File: src/rtl/axis_chan_framer_pkg.sv
// Shared types and constants for axis_chan_framer.
// AXIS_FRAMER_TRAILER_EN adds the TRAIL state and the trailer beat layout.
package axis_chan_framer_pkg;

    localparam int unsigned SEQ_W = 16;
    localparam int unsigned CNT_W = 16;

    localparam logic [15:0] HDR_MAGIC = 16'hA5C3;

    // Header beat layout, LSB first: magic [15:0], chan [23:16], seq [39:24]
    typedef struct packed {
        logic [SEQ_W-1:0] seq;
        logic [7:0]       chan;
        logic [15:0]      magic;
    } hdr_t;

`ifdef AXIS_FRAMER_TRAILER_EN
    localparam logic [15:0] TRL_MAGIC = 16'h5A3C;

    typedef enum logic [1:0] {
        ST_IDLE    = 2'd0,
        ST_PAYLOAD = 2'd1,
        ST_TRAIL   = 2'd2,
        ST_DROP    = 2'd3
    } state_t;

    // Trailer beat layout, LSB first: magic [15:0], beats [31:16], trunc [32], mis [33]
    typedef struct packed {
        logic             mis;
        logic             trunc;
        logic [CNT_W-1:0] beats;
        logic [15:0]      magic;
    } trl_t;
`else
    typedef enum logic [1:0] {
        ST_IDLE    = 2'd0,
        ST_PAYLOAD = 2'd1,
        ST_DROP    = 2'd3
    } state_t;
`endif

endpackage

File: src/rtl/axis_chan_framer_out_reg.sv
// One-entry AXIS output register: a loaded beat holds until the sink accepts it.
module axis_chan_framer_out_reg #(
    parameter int unsigned DATA_WIDTH = 256
) (
    input  logic                  clk,
    input  logic                  rst_n,
    input  logic                  i_load,
    input  logic [DATA_WIDTH-1:0] i_data,
    input  logic                  i_last,
    input  logic                  i_ready,
    output logic                  o_valid,
    output logic [DATA_WIDTH-1:0] o_data,
    output logic                  o_last,
    output logic                  o_slot_free_c
);

    logic                  r_valid;
    logic [DATA_WIDTH-1:0] r_data;
    logic                  r_last;

    always_ff @(posedge clk or negedge rst_n) begin
        if (!rst_n) begin
            r_valid <= 1'b0;
            r_data  <= '0;
            r_last  <= 1'b0;
        end else if (i_load) begin
            r_valid <= 1'b1;
            r_data  <= i_data;
            r_last  <= i_last;
        end else if (i_ready) begin
            r_valid <= 1'b0;
        end
    end

    assign o_valid       = r_valid;
    assign o_data        = r_data;
    assign o_last        = r_last;
    assign o_slot_free_c = ~r_valid | i_ready;

endmodule

File: src/rtl/axis_chan_framer.sv
// Frames merged-stream packets as header + payload (+ trailer when AXIS_FRAMER_TRAILER_EN),
// with per-channel sequence numbers and a MAX_BEATS payload truncation limit.
module axis_chan_framer
    import axis_chan_framer_pkg::*;
#(
    parameter int unsigned DATA_WIDTH = 256,
    parameter int unsigned NUM_CHAN   = 6,
    parameter int unsigned MAX_BEATS  = 1024
) (
    input  logic                  clk,
    input  logic                  rst_n,
    input  logic                  s_axis_tvalid,
    output logic                  s_axis_tready,
    input  logic [DATA_WIDTH-1:0] s_axis_tdata,
    input  logic                  s_axis_tlast,
    input  logic [NUM_CHAN-1:0]   s_axis_tuser,
    output logic                  m_axis_tvalid,
    input  logic                  m_axis_tready,
    output logic [DATA_WIDTH-1:0] m_axis_tdata,
    output logic                  m_axis_tlast,
    output logic                  err_trunc,
    output logic                  err_chan
);

`ifdef AXIS_FRAMER_TRAILER_EN
    localparam logic   LAST_ON_PAYLOAD = 1'b0;
    localparam state_t ST_POST         = ST_TRAIL;
`else
    localparam logic   LAST_ON_PAYLOAD = 1'b1;
    localparam state_t ST_POST         = ST_IDLE;
`endif

    state_t                r_state, w_state_nxt;
    logic [NUM_CHAN-1:0]   r_chan;
    logic [CNT_W-1:0]      r_cnt;
    logic [SEQ_W-1:0]      r_seq [NUM_CHAN];
    logic                  r_err_trunc, r_err_chan;

    logic                  w_slot_free;
    logic                  w_load, w_last, w_s_ready;
    logic [DATA_WIDTH-1:0] w_data;
    logic                  w_hdr_ld, w_beat_acc, w_err_trunc, w_err_chan;
    logic [SEQ_W-1:0]      w_seq_cur;
    hdr_t                  w_hdr;

    // Sequence number of the channel presenting the next packet
    always_comb begin
        w_seq_cur = '0;
        for (int unsigned c = 0; c < NUM_CHAN; c++) begin
            if (s_axis_tuser == NUM_CHAN'(c)) w_seq_cur = r_seq[c];
        end
        w_hdr = '{seq: w_seq_cur, chan: 8'(s_axis_tuser), magic: HDR_MAGIC};
    end

`ifdef AXIS_FRAMER_TRAILER_EN
    logic r_trunc_seen, r_mis_seen;
    trl_t w_trl;

    assign w_trl = '{mis: r_mis_seen, trunc: r_trunc_seen, beats: r_cnt, magic: TRL_MAGIC};

    always_ff @(posedge clk or negedge rst_n) begin
        if (!rst_n) begin
            r_trunc_seen <= 1'b0;
            r_mis_seen   <= 1'b0;
        end else if (w_hdr_ld) begin
            r_trunc_seen <= 1'b0;
            r_mis_seen   <= 1'b0;
        end else begin
            if (w_err_trunc) r_trunc_seen <= 1'b1;
            if (w_err_chan)  r_mis_seen   <= 1'b1;
        end
    end
`endif

    always_ff @(posedge clk or negedge rst_n) begin
        if (!rst_n) r_state <= ST_IDLE;
        else        r_state <= w_state_nxt;
    end

    // Next state, output-register load and input handshake
    always_comb begin
        w_state_nxt = r_state;
        w_load      = 1'b0;
        w_data      = '0;
        w_last      = 1'b0;
        w_s_ready   = 1'b0;
        w_hdr_ld    = 1'b0;
        w_beat_acc  = 1'b0;
        w_err_trunc = 1'b0;
        w_err_chan  = 1'b0;
        case (r_state)
            ST_IDLE: begin
                if (s_axis_tvalid && w_slot_free) begin
                    w_load      = 1'b1;
                    w_data      = DATA_WIDTH'(w_hdr);
                    w_hdr_ld    = 1'b1;
                    w_state_nxt = ST_PAYLOAD;
                end
            end
            ST_PAYLOAD: begin
                w_s_ready = w_slot_free;
                if (s_axis_tvalid && w_slot_free) begin
                    w_load     = 1'b1;
                    w_data     = s_axis_tdata;
                    w_beat_acc = 1'b1;
                    w_err_chan = (s_axis_tuser != r_chan);
                    if (s_axis_tlast) begin
                        w_last      = LAST_ON_PAYLOAD;
                        w_state_nxt = ST_POST;
                    end else if (r_cnt == CNT_W'(MAX_BEATS - 1)) begin
                        w_last      = LAST_ON_PAYLOAD;
                        w_err_trunc = 1'b1;
                        w_state_nxt = ST_DROP;
                    end
                end
            end
            ST_DROP: begin
                w_s_ready = 1'b1;
                if (s_axis_tvalid && s_axis_tlast) w_state_nxt = ST_POST;
            end
`ifdef AXIS_FRAMER_TRAILER_EN
            ST_TRAIL: begin
                if (w_slot_free) begin
                    w_load      = 1'b1;
                    w_data      = DATA_WIDTH'(w_trl);
                    w_last      = 1'b1;
                    w_state_nxt = ST_IDLE;
                end
            end
`endif
            default: w_state_nxt = ST_IDLE;
        endcase
    end

    always_ff @(posedge clk or negedge rst_n) begin
        if (!rst_n) begin
            r_chan      <= '0;
            r_cnt       <= '0;
            r_err_trunc <= 1'b0;
            r_err_chan  <= 1'b0;
            for (int unsigned c = 0; c < NUM_CHAN; c++) r_seq[c] <= '0;
        end else begin
            r_err_trunc <= w_err_trunc;
            r_err_chan  <= w_err_chan;
            if (w_hdr_ld) begin
                r_chan <= s_axis_tuser;
                r_cnt  <= '0;
                for (int unsigned c = 0; c < NUM_CHAN; c++) begin
                    if (s_axis_tuser == NUM_CHAN'(c)) r_seq[c] <= r_seq[c] + SEQ_W'(1);
                end
            end else if (w_beat_acc) begin
                r_cnt <= r_cnt + CNT_W'(1);
            end
        end
    end

    axis_chan_framer_out_reg #(
        .DATA_WIDTH (DATA_WIDTH)
    ) u_out_reg (
        .clk           (clk),
        .rst_n         (rst_n),
        .i_load        (w_load),
        .i_data        (w_data),
        .i_last        (w_last),
        .i_ready       (m_axis_tready),
        .o_valid       (m_axis_tvalid),
        .o_data        (m_axis_tdata),
        .o_last        (m_axis_tlast),
        .o_slot_free_c (w_slot_free)
    );

    assign s_axis_tready = w_s_ready;
    assign err_trunc     = r_err_trunc;
    assign err_chan      = r_err_chan;

endmodule

File: config.mk
export PLATFORM = sky130hd
export DESIGN_NAME = axis_chan_framer
export DESIGN_NICKNAME = d
export VERILOG_FILES = /design/src/rtl/axis_chan_framer_pkg.sv /design/src/rtl/axis_chan_framer_out_reg.sv /design/src/rtl/axis_chan_framer.sv
export SDC_FILE = /design/constraint.sdc
export NUM_CORES = 1
export LEC_CHECK = 0
export ABC_AREA = 0
export CORE_UTILIZATION = 28
export CTS_CLUSTER_DIAMETER = 80
export DETAILED_ROUTE_END_ITERATION = 10
export SETUP_SLACK_MARGIN = 0.15
export SLEW_MARGIN = 20
export SYNTH_ARGS = -nofsm -noshare
export SYNTH_HDL_FRONTEND = slang
export SYNTH_SLANG_ARGS = --single-unit
File: constraint.sdc
create_clock -name clk -period 2.8 [get_ports clk]
set_clock_uncertainty 0.05 [all_clocks]
set_input_delay 0.28 -clock clk [delete_from_list [all_inputs] [get_ports clk]]
set_output_delay 0.28 -clock clk [all_outputs]
set_load 0.1 [all_outputs]
==> summary.md <==
| Metric | Value |
|---|---|
| Post-Syn Area per Cell | `9.67 sq um` |
| Pre-CTS setup slack | `-91.9 ps` |
| Pwr/cell area | `912 nW/um^2` |
| Cells after Synth | `1720` |
| Via density | `4.76` |
| Area of the core | `58200 sq um` |
| CTS Buffer Depth | `3` |
| Largest net degree at the start of global routing | `170` |
| Post-synth design cell area | `16600 sq um` |
| Leak | `11.6 nW` |
| Area growth from synthesis to layout | `43.3%` |
| Reg clk slew, reported paths | `60 ps` |
| Post-synth top flop | `dfrtp_1` |
| Io pins | `528` |
| CP required | `2470 ps` |
| Floorplan row count | `88` |
| Crit-path max FO | `20` |
| Initial Utilization | `28.6%` |
| Layout net count | `2505` |
| GR Overflow Total | `0` |
| Crit path cell chain | `inv_1 -> buf_4 -> nor2_2 -> buf_12` |
| Max Transition Viols Final | `0` |
| GPL Wtd Cong | `0.845` |
| Largest stage delay, worst path | `560 ps` |
| Share of layout cells above drive strength 1 | `18.9%` |
| Final period util | `80.6%` |
| Final WL | `56.4 mm` |
| TritonCTS clock tree | `done` |
| R2r setup slk | `680 ps` |
| Post-synthesis sequential area ratio | `57.2%` |
| # DRC | `0` |
| Final setup fails | `0` |
| Postcts setup bufs | `0` |
| Yosys top cell by area | `dfrtp_1` |
| Post-detail-place hpwl | `41.5 mm` |
| Vias in the first global route | `14400` |
| Tightest Hold Check Type | `in -> reg` |
| Asr flop ratio synth | `100%` |
| Syn Nets | `1994` |
| Max Clk Rate | `443 MHz` |
| Num Clock Sinks | `380` |
| Post-synth top area share | `57.2%` |
| Routed Antenna Nets | `0` |
| Antenna violations before repair | `12` |
| RSZ-0062 raised after global routing | `false` |
| GRT Util Overall | `18.1%` |
| Post-synth cell types | `48` |
| Main area contributors after synthesis | `dfrtp_1, nand2_1, nand3_1` |
| Final core utilization | `40.9%` |
| Fin. Hold Viols | `0` |
| Critical path endpoint category | `output port` |
| Final setup margin | `542 ps` |
| TritonCTS buffer count | `44` |
| Slew @ Worst Pin | `998 ps` |
| Die width | `246 um` |
| Synth Register Bits | `380` |
| Routed vias | `14500` |
| Root buf cell | `clkbuf_16` |
| DR WL/cell | `18.6 um` |
| Worst ir drop on vdd | `0.632 mV` |
| EDFF count, synth | `0` |
| Slowest-stage cell, CP | `dfrtp_4` |
| CP Class | `reg -> out` |
| Period minus WS final | `2260 ps` |
| Worst relative slew slack | `33.4%` |
| Htree depth | `2` |
| Run status | `finished clean` |
| WP data arrival | `1930 ps` |
| Startpoint Class | `flop` |
| Die outline height | `246 um` |
| Drt first pass iters | `5` |
| Global-route wire length before repair | `85.3 mm` |
| Buffers added on ports | `527` |
| Max Cap Viol | `0` |
| Initial DRC count | `787` |
| Clk_lat worst skew | `600 ps` |
| Die area | `60400 sq um` |
| Synthesis warning total | `0` |
| Total power draw | `21.8 mW` |
-- layout make-up --
cell class / count / area (sq um)
tap: 765 / 957
clock inverter: 16 / 220
inverter: 7 / 26.3
clock buffer: 66 / 1300
fill: 5715 / 34400
multi-input combinational: 1224 / 6680
antenna: 6 / 15.0
timing repair buffer: 574 / 5130
sequential: 380 / 9510
-- flip-flops by register name, summed over array words and instances, names as in the netlist --
register and flops:
err_chan 1, err_trunc 1, r_chan 6, r_cnt 16, r_seq 96, r_state 2
u_out_reg.o_data 256, u_out_reg.o_last 1, u_out_reg.o_valid 1
-- layout by cell type (no fill, tap or decap), types with 7 or more instances in the layout --
cell type / netlist / layout
nand2_1: 568 / 568
dfrtp_1: 380 / 379
buf_4: 1 / 295
nand3_1: 268 / 268
clkdlybuf4s50_1: 0 / 265
xnor2_1: 70 / 70
clkbuf_16: 0 / 44
nor2_1: 41 / 38
nand4_1: 31 / 31
xor2_1: 27 / 27
o21ai_0: 27 / 27
mux4_2: 16 / 16
o211ai_1: 16 / 16
or3_1: 15 / 15
a32oi_1: 15 / 15
mux2i_1: 15 / 15
a22oi_1: 14 / 14
nor3_1: 14 / 13
clkbuf_8: 0 / 12
buf_12: 0 / 12
mux2_2: 11 / 11
and4_1: 10 / 10
clkbuf_1: 72 / 10
and3_1: 9 / 9
inv_1: 7 / 7
ha_1: 7 / 7
-- cells by family (layout without fill, tap and decap cells) --
family / after synthesis / after routing / synth area share (%)
AND/OR/NAND/NOR: 989 / 989 / 26.8
buffers and inverters: 116 / 663 / 2.89
flip-flops: 380 / 380 / 57.2
other: 0 / 6 / 0
AO/OA/AOI/OAI: 88 / 88 / 3.63
adder cells (fa/ha/maj): 7 / 7 / 0.526
multiplexers: 43 / 43 / 3.88
XOR/XNOR: 97 / 97 / 5.11
-- where the power goes --
group / total (mW) / switching, mW / internal [mW] / leakage (nW)
logic: 8.88 / 7.04 / 1.84 / 5.92
registers: 6.91 / 0.578 / 6.33 / 4.92
clock network: 5.97 / 2.43 / 3.54 / 0.748
-- through the flow --
step | setup TNS, ps | std cells | hold slack, ps | area (sq um)
3_5_place_dp | -843 | 2949 | 257 | 22300
3_3_place_gp | -1330 | 2949 | 260 | 22300
6_report | 0 | 3038 | 194 | 23800
5_1_grt | 0 | 3038 | 165 | 23800
4_1_cts | 0 | 3032 | 150 | 23800
2_1_floorplan | 0 | 1720 | -65.6 | 16600
-- cell usage after synthesis, types with 7 or more instances --
| cell type | n |
|---|---|
| nand2_1 | 568 |
| dfrtp_1 | 380 |
| nand3_1 | 268 |
| clkbuf_1 | 72 |
| xnor2_1 | 70 |
| nor2_1 | 41 |
| buf_2 | 33 |
| nand4_1 | 31 |
| o21ai_0 | 27 |
| xor2_1 | 27 |
| mux4_2 | 16 |
| o211ai_1 | 16 |
| a32oi_1 | 15 |
| mux2i_1 | 15 |
| or3_1 | 15 |
| a22oi_1 | 14 |
| nor3_1 | 14 |
| mux2_2 | 11 |
| and4_1 | 10 |
| and3_1 | 9 |
| ha_1 | 7 |
| inv_1 | 7 |
-- critical path: cells and delay by family (launching register included) --
family	cells	cell delay, ps
buffers and inverters	3	560
AND/OR/NAND/NOR	1	190
flip-flops	1	560
-- final timing paths --
check / startpoint / endpoint / cells after the start
max in group asynchronous: rst_n / u_out_reg.o_data[174]$_DFFE_PN0P_ / 3
worst min-delay path: s_axis_tdata[81] / u_out_reg.o_data[81]$_DFFE_PN0P_ / 3
worst min register to register: u_out_reg.o_data[224]$_DFFE_PN0P_ / u_out_reg.o_data[224]$_DFFE_PN0P_ / 2
min in group asynchronous: rst_n / r_seq[57]$_DFFE_PN0P_ / 2
worst max-delay path: r_state[0]$_DFFE_PN0P_ / s_axis_tready / 4
worst max register to register: r_state[1]$_DFFE_PN0P_ / u_out_reg.o_data[204]$_DFFE_PN0P_ / 6
-- metal layers --
| layer | part of all wire (%) | wire [um] | vias to the layer above | GRT usage [%] |
|---|---|---|---|---|
| li1 | - | - | 6820 | - |
| met1 | 40 | 22400 | 7120 | 21.7 |
| met2 | 51 | 28600 | 441 | 31.5 |
| met3 | 6.6 | 3740 | 90 | 4.61 |
| met4 | 2.9 | 1610 | 4 | 6.08 |
| met5 | 0.059 | 33 | - | 0 |
-- what timing repair did --
item	in CTS	in global routing
resized for setup	0	0
hold endpoints to repair	59	0
hold buffers	1	0
Note: power is estimated with default switching activity, not from simulation.
